--- src/rtl/tick_counter.sv ---
// Modulo-N up/down counter advanced by an internal prescaler tick, all on clk.
// Define TICK_COUNTER_SYNC_EN to put 2-flop synchronizers on en, dir and clr.
module tick_counter #(
  parameter int CLK_HZ  = 12000000,
  parameter int TICK_HZ = 1,
  parameter int WIDTH   = 4,
  parameter int MODULO  = 16
) (
  input  logic             clk,
  input  logic             reset,
  input  logic             en,
  input  logic             dir,
  input  logic             clr,
  input  logic             load,
  input  logic [WIDTH-1:0] load_value,
  output logic [WIDTH-1:0] count,
  output logic             tick,
  output logic             wrap
);

  localparam int DIV = CLK_HZ / TICK_HZ;
  localparam int PW  = (DIV > 1) ? $clog2(DIV) : 1;
  localparam logic [PW-1:0]  P_LAST  = PW'(DIV - 1);
  // One bit wider so MODULO = 2^WIDTH fits without an overflow case.
  localparam logic [WIDTH:0] MOD_MAX = (WIDTH + 1)'(MODULO - 1);

  logic          en_s;
  logic          dir_s;
  logic          clr_s;
  logic [PW-1:0] p;

`ifdef TICK_COUNTER_SYNC_EN
  logic [1:0] en_sync;
  logic [1:0] dir_sync;
  logic [1:0] clr_sync;

  always_ff @(posedge clk or posedge reset) begin
    if (reset) begin
      en_sync  <= 2'b00;
      dir_sync <= 2'b00;
      clr_sync <= 2'b00;
    end else begin
      en_sync  <= {en_sync[0], en};
      dir_sync <= {dir_sync[0], dir};
      clr_sync <= {clr_sync[0], clr};
    end
  end

  assign en_s  = en_sync[1];
  assign dir_s = dir_sync[1];
  assign clr_s = clr_sync[1];
`else
  assign en_s  = en;
  assign dir_s = dir;
  assign clr_s = clr;
`endif

  assign tick = (p == P_LAST);

  always_ff @(posedge clk or posedge reset) begin
    if (reset) begin
      p <= '0;
    end else if (clr_s || tick) begin
      p <= '0;
    end else begin
      p <= p + PW'(1);
    end
  end

  logic             at_max;
  logic             at_zero;
  logic [WIDTH-1:0] load_clamped;

  assign at_max       = ({1'b0, count} == MOD_MAX);
  assign at_zero      = (count == '0);
  assign load_clamped = ({1'b0, load_value} > MOD_MAX) ? MOD_MAX[WIDTH-1:0] : load_value;

  // A load on a tick edge discards that tick's step entirely, including wrap.
  always_ff @(posedge clk or posedge reset) begin
    if (reset) begin
      count <= '0;
      wrap  <= 1'b0;
    end else if (clr_s) begin
      count <= '0;
      wrap  <= 1'b0;
    end else if (load) begin
      count <= load_clamped;
      wrap  <= 1'b0;
    end else if (tick && en_s) begin
      if (dir_s) begin
        count <= at_max ? '0 : count + WIDTH'(1);
        wrap  <= at_max;
      end else begin
        count <= at_zero ? MOD_MAX[WIDTH-1:0] : count - WIDTH'(1);
        wrap  <= at_zero;
      end
    end else begin
      wrap <= 1'b0;
    end
  end

endmodule

--- config.mk ---
export PLATFORM = sky130hd
export DESIGN_NAME = tick_counter
export DESIGN_NICKNAME = d
export VERILOG_FILES = /design/src/rtl/tick_counter.sv
export SDC_FILE = /design/constraint.sdc
export NUM_CORES = 1
export LEC_CHECK = 0
export ABC_AREA = 0
export CORE_MARGIN = 2
export CORE_UTILIZATION = 48
export DETAILED_ROUTE_END_ITERATION = 6
export HOLD_SLACK_MARGIN = 0.08
export PLACE_DENSITY = 0.69
export SLEW_MARGIN = 20
export SYNTH_ARGS = -nofsm -noshare
export SYNTH_HDL_FRONTEND = slang
export SYNTH_SLANG_ARGS = --single-unit
export TNS_END_PERCENT = 5
--- constraint.sdc ---
create_clock -name clk -period 2.3 [get_ports clk]
set_input_delay 0.46 -clock clk [delete_from_list [all_inputs] [get_ports clk]]
set_output_delay 0.46 -clock clk [all_outputs]
set_load 0.01 [all_outputs]
==> summary.md, run 1 <==
| Metric | Value |
|---|---|
| Drt drc | 0 |
| First-pass GRT wire length | 6.20 mm |
| Die Width | 62.5 um |
| Vias in the first global route | 1430 |
| Multiplexer share of the synthesized area | 1.83% |
| Outcome | finished, final reports clean |
| Total GRT Usage | 20.1% |
| Comb pwr share | 9.6% |
| Cells after Synth | around 170 |
| Starting density of the core | 49.6% |
| Seq/Total Area, Yosys | 44.2% |
| Main flop type after synthesis | dfrtp_1 |
| Max Fclk | ~460 MHz |
| Synth unique cells | 39 |
| CP max stage cell | dfrtp_1 |
| RePlAce Congestion | 0.821 |
| Number of flops mapped to enable cells by yosys | 0 |
| Compound-Gate Fraction of Synth Area | roughly 6.1% |
| Most common cell after layout, fill and taps aside | dfrtp_1 |
| Hold Buf Count CTS | 0 |
| I/O pins | 16 |
| Tmin final | 2.17 ns |
| Simple-gate share of the synthesized area | about 29% |
| Worst setup path class | register to primary output |
| Total gr overflow | 0 |
| Final period utilization | 94.6% |
| Clock Path Buffers | 2 |
| Register share of total power | between 50% and 60% |
| Setup Total Neg Slack | 0 ns |
| CP arrival | about 1.7 ns |
| Leak | 0.843 nW |
| Non-filler cells, final | 245 |
| Setup-failing EPs final | 0 |
| Worst-margin pin slew | 0.481 ns |
| Layout cell share with drive strength beyond 1 | 16.6% |
| Core Box Area | ~3300 sq um |
| MaxCap Viol Count | 0 |
| # placed instances | 231 |
| Initial antenna violation count | 0 |
| Rows | 21 |
| Max Slew Vio Count | 0 |
| HP Class | input pin to asynchronous set/reset pin |
| Clock latency on the worst-skew pair | between 0.3 and 0.4 ns |
| First-pass DRT Iterations | 4 |
| Sw Pwr | 0.000247 W |
| Clock skew | ~0.0021 ns |
| Die height | 62.5 um |
| P_int | 0.000741 W |
| PortBufs | 15 |
| Async SR Flop Fraction | 100% |
| Initial DRC count | 68 |
| Detailed Place HPWL | between 2 and 2.5 mm |
| WL final | 3.45 mm |
| Area grow syn2layout | 18.9% |
| CP Max Fanout | 3 |
| Vias per inst | 5.55 |
| Crit-path max cell delay | 0.42 ns |
| Clock power share | between 30% and 40% |
| Vias | around 1400 |
| Adder-cell share of the synthesized area | 2.28% |
| Synthesized area | between 1500 and 2000 sq um |
| Max-slew headroom | 67.8% |
| RSZ-0062 raised after global routing | no |
| Largest family of logic cells by synthesized area | simple AND/OR/NAND/NOR gates |
| Die area | 3910 sq um |
| CTS H-tree depth | 2 |
| CP required | approximately 1.8 ns |
| Setup ws final | 0.125 ns |
| Most frequent cells in the layout | 27 x dfrtp_1, 26 x nor2_1, 16 x nand4_1 |
| Peak VDD IR | 0.314 mV |
| Largest net degree at the start of global routing | 30 |
| Clock-pin transition on the worst setup and hold timing paths | 0.09 ns |
| Power Density | 505 nW/um^2 |
| TritonCTS clock tree | done |
| Final Hold Fails | 0 |
| XOR/XNOR share of the synthesized area | 12.3% |
| CTS Buf Count | 5 |
| ANT nets after route | 0 |
| CTS Root Cell | clkbuf_4 |
| Avg Cell Area, Syn | about 9.6 sq um |
| Yosys reg bits | 29 |
| Ant diodes | 0 |
| Crit path cell chain | nor4bb_1 > and4_4 > and2_4 > dlygate4sd2_1 |
| Clock Sinks | 29 |
| Switching Share | 25.0% |
| Synthesized net count | 184 |
| Nets | between 200 and 250 |
| Wire per inst | 14.1 um |
| CP Capture Type | primary output |
| Worst Setup Start Kind | register |
| Yosys warns | 0 |
| Worst slack, placed | 0.147 ns |
==> synthesized netlist by cell type (2+ instances only) <==
cell,instances,area share [%]
dfrtp_1,29,44
nor2_2,4,1.5
ha_1,3,2.3
xor2_1,15,8.0
buf_6,3,2.1
a21oi_1,3,0.91
nand4_1,16,6.1
xnor2_1,8,4.3
nand2_1,12,2.7
and4_1,3,1.6
o21a_1,2,0.91
inv_1,7,1.6
mux2i_1,3,1.8
nand3_1,9,2.7
nor4_1,3,1.1
nor4bb_1,2,1.2
nor2_1,26,5.9
o21ai_0,2,0.61
==> stage by stage <==
stage          total power [W]  util, %  instance area [sq um]  hold slack [ns]
2_1_floorplan         0.000599        -                   1640            0.470
3_5_place_dp          0.000638     55.4                   1830            0.512
3_3_place_gp          0.000634     55.4                   1830            0.490
6_report              0.000987     59.0                   1950            0.495
5_1_grt                0.00104     59.0                   1950            0.517
4_1_cts                0.00100     59.0                   1950            0.494
==> logic make-up after synthesis <==
| group | after synthesis |
|---|---|
| and+or+nand+nor | 86 |
| buffers and inverters | 13 |
| xor gates and xnor gates | 23 |
| DFF | 29 |
| adders and majority gates | 3 |
| AOI/OAI and AO/OA | 14 |
| muxes | 3 |
==> worst paths after layout <==
| kind | from | end | slack, ns | cells past startpoint |
|---|---|---|---|---|
| setup / recovery | p[22]$_DFF_PP0_ | tick | 0.13 | 4 |
| hold reg to reg | p[0]$_DFF_PP0_ | p[0]$_DFF_PP0_ | 0.54 | 1 |
| hold / removal | reset | p[2]$_DFF_PP0_ | 0.49 | 3 |
| min in group clk | p[0]$_DFF_PP0_ | p[0]$_DFF_PP0_ | 0.54 | 1 |
| max in group asynchronous | reset | p[13]$_DFF_PP0_ | 1.50 | 3 |
| setup reg to reg | p[0]$_DFF_PP0_ | count[3]$_DFFE_PP0P_ | 0.49 | 7 |
==> flip-flops by register name, indices dropped and copies added (netlist names) <==
register and flops:
count 4, wrap 1, p 24
==> layer usage <==
metal  global-route usage (%)  wire (um)  vias to the layer above
met4                     10.0         58                        0
met2                     32.8       1730                       36
met3                     6.85        182                        6
met1                     23.6       1480                      662
li1                         -          -                      655
met5                        0          0                        -
==> critical path, delay by kind of cell, from the launching register on <==
family	cells	cell delay, ns
and+or+nand+nor	3	0.71
DFF	1	0.42
buffers and inverters	1	0.26
==> repair_timing <==
item                       4_1_cts  5_1_grt
setup endpoints to repair        1        0
buffers inserted                 6        0
resized for setup                4        0
==> area by class of cell <==
type	instances	area, sq um
Clock buffer	7	65.1
Clock inverter	1	5.00
Fill cell	308	1360
Inverter	8	30.0
Multi-Input combinational cell	129	843
Sequential cell	29	728
Tap cell	46	57.6
Timing Repair Buffer	25	224
==> power by group through the flow <==
stage	clock [W]	sequential (W)	combinational (W)
6_report	0.000360	0.000533	0.0000943
5_1_grt	0.000400	0.000536	0.000105
4_1_cts	0.000372	0.000533	0.0000956
3_5_place_dp	0	0.000543	0.0000949
3_3_place_gp	0	0.000542	0.0000924
2_1_floorplan	0	0.000542	0.0000576
Power figures use the tool's default switching activity.
==> run 2, diff against run 1 <==
--- a/config.mk
+++ b/config.mk
@@ -6,8 +6,8 @@
 export NUM_CORES = 1
 export LEC_CHECK = 0
 export ABC_AREA = 0
-export CORE_MARGIN = 2
 export CORE_UTILIZATION = 48
+export CTS_CLUSTER_DIAMETER = 40
 export DETAILED_ROUTE_END_ITERATION = 6
 export HOLD_SLACK_MARGIN = 0.08
 export PLACE_DENSITY = 0.69
==> summary.md, run 2 (same netlist as run 1, synthesis figures left out) <==
| Metric | Value |
|---|---|
| Detailed Place HPWL | 2.29 mm |
| Area grow syn2layout | 17.7% |
| Pwr Total | 0.000937 W |
| Rows | 20 |
| TritonCTS clock tree | done |
| CTS H-tree depth | 2 |
| Clock-pin transition on the worst setup and hold timing paths | ~0.090 ns |
| Placed inst area | roughly 1800 sq um |
| CP Max Fanout | 5 |
| Initial antenna violation count | 0 |
| First-pass DRT Iterations | 5 |
| Wire per inst | 13.8 um |
| CP Capture Type | primary output |
| CP max stage cell | dfrtp_1 |
| Largest net degree at the start of global routing | 30 |
| Critical path startpoint | p[10]$_DFF_PP0_ |
| PortBufs | 15 |
| Clock skew | 0.00987 ns |
| Layout cell share with drive strength beyond 1 | 15.2% |
| Most frequent cells in the layout | 28 x dfrtp_1, 26 x nor2_1, 16 x nand4_1 |
| CTS Root Cell | clkbuf_4 |
| Clock Sinks | 29 |
| RSZ-0062 raised after global routing | no |
| Post-layout util | 61.3% |
| Die area | about 3700 sq um |
| Launch point of the worst reg-to-reg path | p[0]$_DFF_PP0_ |
| Power Density | between 400 and 500 nW/um^2 |
| ANT nets after route | 0 |
| Reg-to-reg endpoint | count[1]$_DFFE_PP0P_ |
| WL final | between 3 and 4 mm |
| HP Class | input pin to asynchronous set/reset pin |
| Post-Layout Inst Area | 1930 sq um |
| First-pass GRT wire length | 5.76 mm |
| Crit path capture | tick |
| Outcome | finished, final reports clean |
| Clock latency on the worst-skew pair | 0.33 ns |
| Max Slew Vio Count | 0 |
| Peak VDD IR | roughly 0.28 mV |
| Tmin final | 2.15 ns |
| Reg-to-reg slack, setup | 0.51 ns |
| Drt drc | 0 |
| Setup Total Neg Slack | 0 ns |
| Fillers | 291 |
| Total GRT Usage | 21.7% |
| Initial DRC count | 81 |
| Core Box Area | 3150 sq um |
| Nets | 210 |
| CP arrival | around 1.7 ns |
| Max Fclk | 465 MHz |
| MaxCap Viol Count | 0 |
| Max-slew headroom | 69.3% |
| Worst Setup Start Kind | register |
| I/O pins | 16 |
| Final Hold Fails | 0 |
| RePlAce Congestion | ~0.96 |
| Worst setup path class | register to primary output |
| Crit-path max cell delay | 0.45 ns |
| # placed instances | ~230 |
| Vias per inst | 5.56 |
| Non-filler cells, final | between 200 and 250 |
| CP required | 1.84 ns |
| Most common cell after layout, fill and taps aside | dfrtp_1 |
| Vias | between 1000 and 1500 |
| Vias in the first global route | 1266 |
| Most flops, register | p |
| R2R cell count | 7 |
| Starting density of the core | 52.1% |
| Worst-margin pin slew | 0.456 ns |
| Final period utilization | 93.5% |
| CTS Buf Count | 5 |
| Max reg flops | 24 |
| Setup-failing EPs final | 0 |
| Clock Path Buffers | 2 |
| Leak | about 0.83 nW |
| Ant diodes | 0 |
| Die Width | about 61 um |
| Total gr overflow | 0 |
| Crit path cell chain | nor4b_2 > and4_4 > and2_4 > dlygate4sd2_1 |
| Die height | 60.5 um |
| Largest registers | p (24), count (4), wrap (1) |
-- run 2: changes by cell type in the layout (fill, tap and decap cells not counted), sizes merged --
cell	change
clkinv	-1
buf	-1
-- run 2: how the worst min path moves through the flow --
stage / start / end / depth (start not counted)
3_5_place_dp: p[0]$_DFF_PP0_ / p[0]$_DFF_PP0_ / 1
6_report: reset / p[12]$_DFF_PP0_ / 3
2_1_floorplan: p[0]$_DFF_PP0_ / p[0]$_DFF_PP0_ / 1
4_1_cts: reset / p[4]$_DFF_PP0_ / 3
5_1_grt: reset / p[4]$_DFF_PP0_ / 3
3_3_place_gp: p[0]$_DFF_PP0_ / p[0]$_DFF_PP0_ / 1
-- run 2: timing repair --
action                                  in CTS  in global routing
buffers inserted                             5                  0
endpoints found under the setup margin       1                  0
hold buffers                                 0                  0
resized for setup                            4                  0
-- run 2: stage by stage --
| stage | setup WS [ns] | hold WS (ns) |
|---|---|---|
| after global routing | 0.00631 | 0.532 |
| after global placement | 0.187 | 0.494 |
| after CTS | 0.141 | 0.509 |
| after floorplan | 0.613 | 0.470 |
| final | 0.149 | 0.509 |
| after detailed placement | 0.139 | 0.506 |
-- run 2: layout make-up --
type	count	area, sq um	share of cell area, %
timing repair buffer	24	216	11.2
multi-input combinational	129	850	43.9
tap	44	55.1	2.85
clock buffer	7	55.1	2.85
inverter	8	30.0	1.55
sequential	29	727	37.6
-- run 2: power breakdown --
group	internal (W)	switching, W
clock network	0.000144	0.000166
logic	0.0000464	0.0000478
registers	0.000518	0.0000159
total	0.000708	0.000229
-- run 2: layer usage --
layer	global-route usage, %	routed length (um)	vias up
li1	-	-	651
met1	28.5	1580	642
met2	32.7	1570	39
met3	7.25	132	9
met4	10.1	51	0
met5	0	0	-
-- run 2: worst max-delay path, delay by kind of cell (launching register included) --
| kind | cells | cell delay, ns |
|---|---|---|
| and+or+nand+nor | 3 | 0.66 |
| DFF | 1 | 0.45 |
| buffers and inverters | 1 | 0.26 |
==> run 3, diff against run 2 <==
--- a/config.mk
+++ b/config.mk
@@ -6,11 +6,10 @@
 export NUM_CORES = 1
 export LEC_CHECK = 0
 export ABC_AREA = 0
-export CORE_UTILIZATION = 48
+export CORE_UTILIZATION = 43
 export CTS_CLUSTER_DIAMETER = 40
 export DETAILED_ROUTE_END_ITERATION = 6
 export HOLD_SLACK_MARGIN = 0.08
-export PLACE_DENSITY = 0.69
 export SLEW_MARGIN = 20
 export SYNTH_ARGS = -nofsm -noshare
 export SYNTH_HDL_FRONTEND = slang
==> summary.md, run 3 (same netlist as run 1, synthesis figures left out) <==
| Metric | Value |
|---|---|
| CP Max Fanout | 5 |
| Max Slew Vio Count | 0 |
| WL final | 3.22 mm |
| HP Class | register to register |
| Worst setup path class | register to primary output |
| Largest registers | p (24), count (4), wrap (1) |
| Critical path startpoint | p[14]$_DFF_PP0_ |
| I/O pins | 16 |
| Final period utilization | 93.1% |
| Vias in the first global route | around 1300 |
| ANT nets after route | 0 |
| Tmin final | 2.14 ns |
| Max-slew headroom | 70.9% |
| Outcome | finished, final reports clean |
| Die height | 63.8 um |
| Clock-pin transition on the worst setup and hold timing paths | 0.06 ns |
| Clock Path Buffers | 2 |
| Most common cell after layout, fill and taps aside | dfrtp_1 |
| Post-Layout Inst Area | 1960 sq um |
| Total gr overflow | 0 |
| Wire per inst | 13.1 um |
| PortBufs | 15 |
| Worst Hold Margin | 0.514 ns |
| Starting density of the core | 44.9% |
| Hold Buf Count CTS | 0 |
| Setup Total Neg Slack | 0 ns |
| DR WL met2 | 1.44 mm |
| CTS Root Cell | clkbuf_8 |
| CTS Buf Count | 5 |
| Nets | roughly 210 |
| Final Hold Fails | 0 |
| Worst-margin pin slew | 0.434 ns |
| CTS H-tree depth | 2 |
| Non-filler cells, final | 245 |
| Rows | 22 |
| Initial antenna violation count | 0 |
| Max layer used | met4 |
| CP arrival | 1.68 ns |
| Core Box Area | 3660 sq um |
| Layout cell share with drive strength beyond 1 | 14.2% |
| Clock Sinks | 29 |
| Largest net degree at the start of global routing | 30 |
| Worst Setup Start Kind | register |
| CP Capture Type | primary output |
| First-pass GRT wire length | 5.66 mm |
| Ant diodes | 0 |
| Area grow syn2layout | 19.5% |
| Max reg flops | 24 |
| Die area | 4070 sq um |
| Hold Startpoint | p[0]$_DFF_PP0_ |
| Met3 WL | 120 um |
| Clock skew | 0.00542 ns |
| Peak VDD IR | ~0.41 mV |
| Drt drc | 0 |
| First-pass DRT Iterations | 4 |
| Total GRT Usage | 18.2% |
| Met1 wire length | around 1.6 mm |
| Pwr Total | 0.00102 W |
| Vias per inst | 5.20 |
| RePlAce Congestion | 0.818 |
| TritonCTS clock tree | done |
| Initial DRC count | just over 100 |
| Max Fclk | between 400 and 500 MHz |
| Clock latency on the worst-skew pair | about 0.28 ns |
| Detailed Place HPWL | 2.18 mm |
| CP required | 1.84 ns |
| Vias | 1275 |
| RSZ-0062 raised after global routing | no |
| Leak | roughly 0.83 nW |
| Launch point of the worst reg-to-reg path | p[14]$_DFF_PP0_ |
| Die Width | 63.8 um |
| Placed inst area | 1840 sq um |
| MaxCap Viol Count | 0 |
| Setup-failing EPs final | 0 |
| Power Density | approximately 520 nW/um^2 |
| Most flops, register | p |
| Most frequent cells in the layout | 27 x dfrtp_1, 26 x nor2_1, 16 x nand4_1 |
| # placed instances | 233 |
run 3: cell count changes in the layout (fill, tap and decap cells not counted), sizes merged:
cell / change
buf: -1
clkbuf: +1
run 3: report_power, final:
group / switching [W] / leakage [nW] / internal [W]
registers: 0.0000148 / 0.396 / 0.000519
clock network: 0.000178 / 0.0395 / 0.000214
logic: 0.0000476 / 0.398 / 0.0000457
run 3: path summary, 6_finish.rpt:
path	slack, ns	cells after the start	endpoint
setup / recovery	0.16	4	tick
hold / removal	0.51	1	p[0]$_DFF_PP0_
setup reg to reg	0.46	7	count[1]$_DFFE_PP0P_
hold reg to reg	0.51	1	p[0]$_DFF_PP0_
max in group asynchronous	1.45	3	p[13]$_DFF_PP0_
min in group asynchronous	0.56	3	count[1]$_DFFE_PP0P_
run 3: per-stage QoR:
stage	worst slack (ns)	util, %
after CTS	0.144	53.6
after global routing	0.0849	53.6
final	0.158	53.6
after detailed placement	0.140	50.2
after global placement	0.191	50.2
after floorplan	0.613	-
run 3: layer usage:
metal  vias to the layer above  global-route usage, %
li1                        648                      -
met1                       599                   22.5
met2                        22                   28.7
met3                         6                   5.00
met4                         0                   9.94
met5                         -                      0
run 3: cell type report:
type | instances | area, sq um
Multi-Input combinational cell | 129 | 856
Inverter | 8 | 30.0
Clock buffer | 8 | 80.1
Fill cell | 331 | 1700
Timing Repair Buffer | 23 | 209
Sequential cell | 29 | 728
Tap cell | 48 | 60.1
run 3: what timing repair did:
action	4_1_cts	5_1_grt
setup endpoints to repair	1	0
gates resized for setup	5	0
endpoints found under the hold margin	0	0
buffers inserted	4	0
run 3: worst max-delay path, cell delays in order (launching register included):
cell           delay [ns]
dfrtp_1              0.42
nor4bb_1             0.31
and4_4               0.28
and2_4               0.14
dlygate4sd2_1        0.26
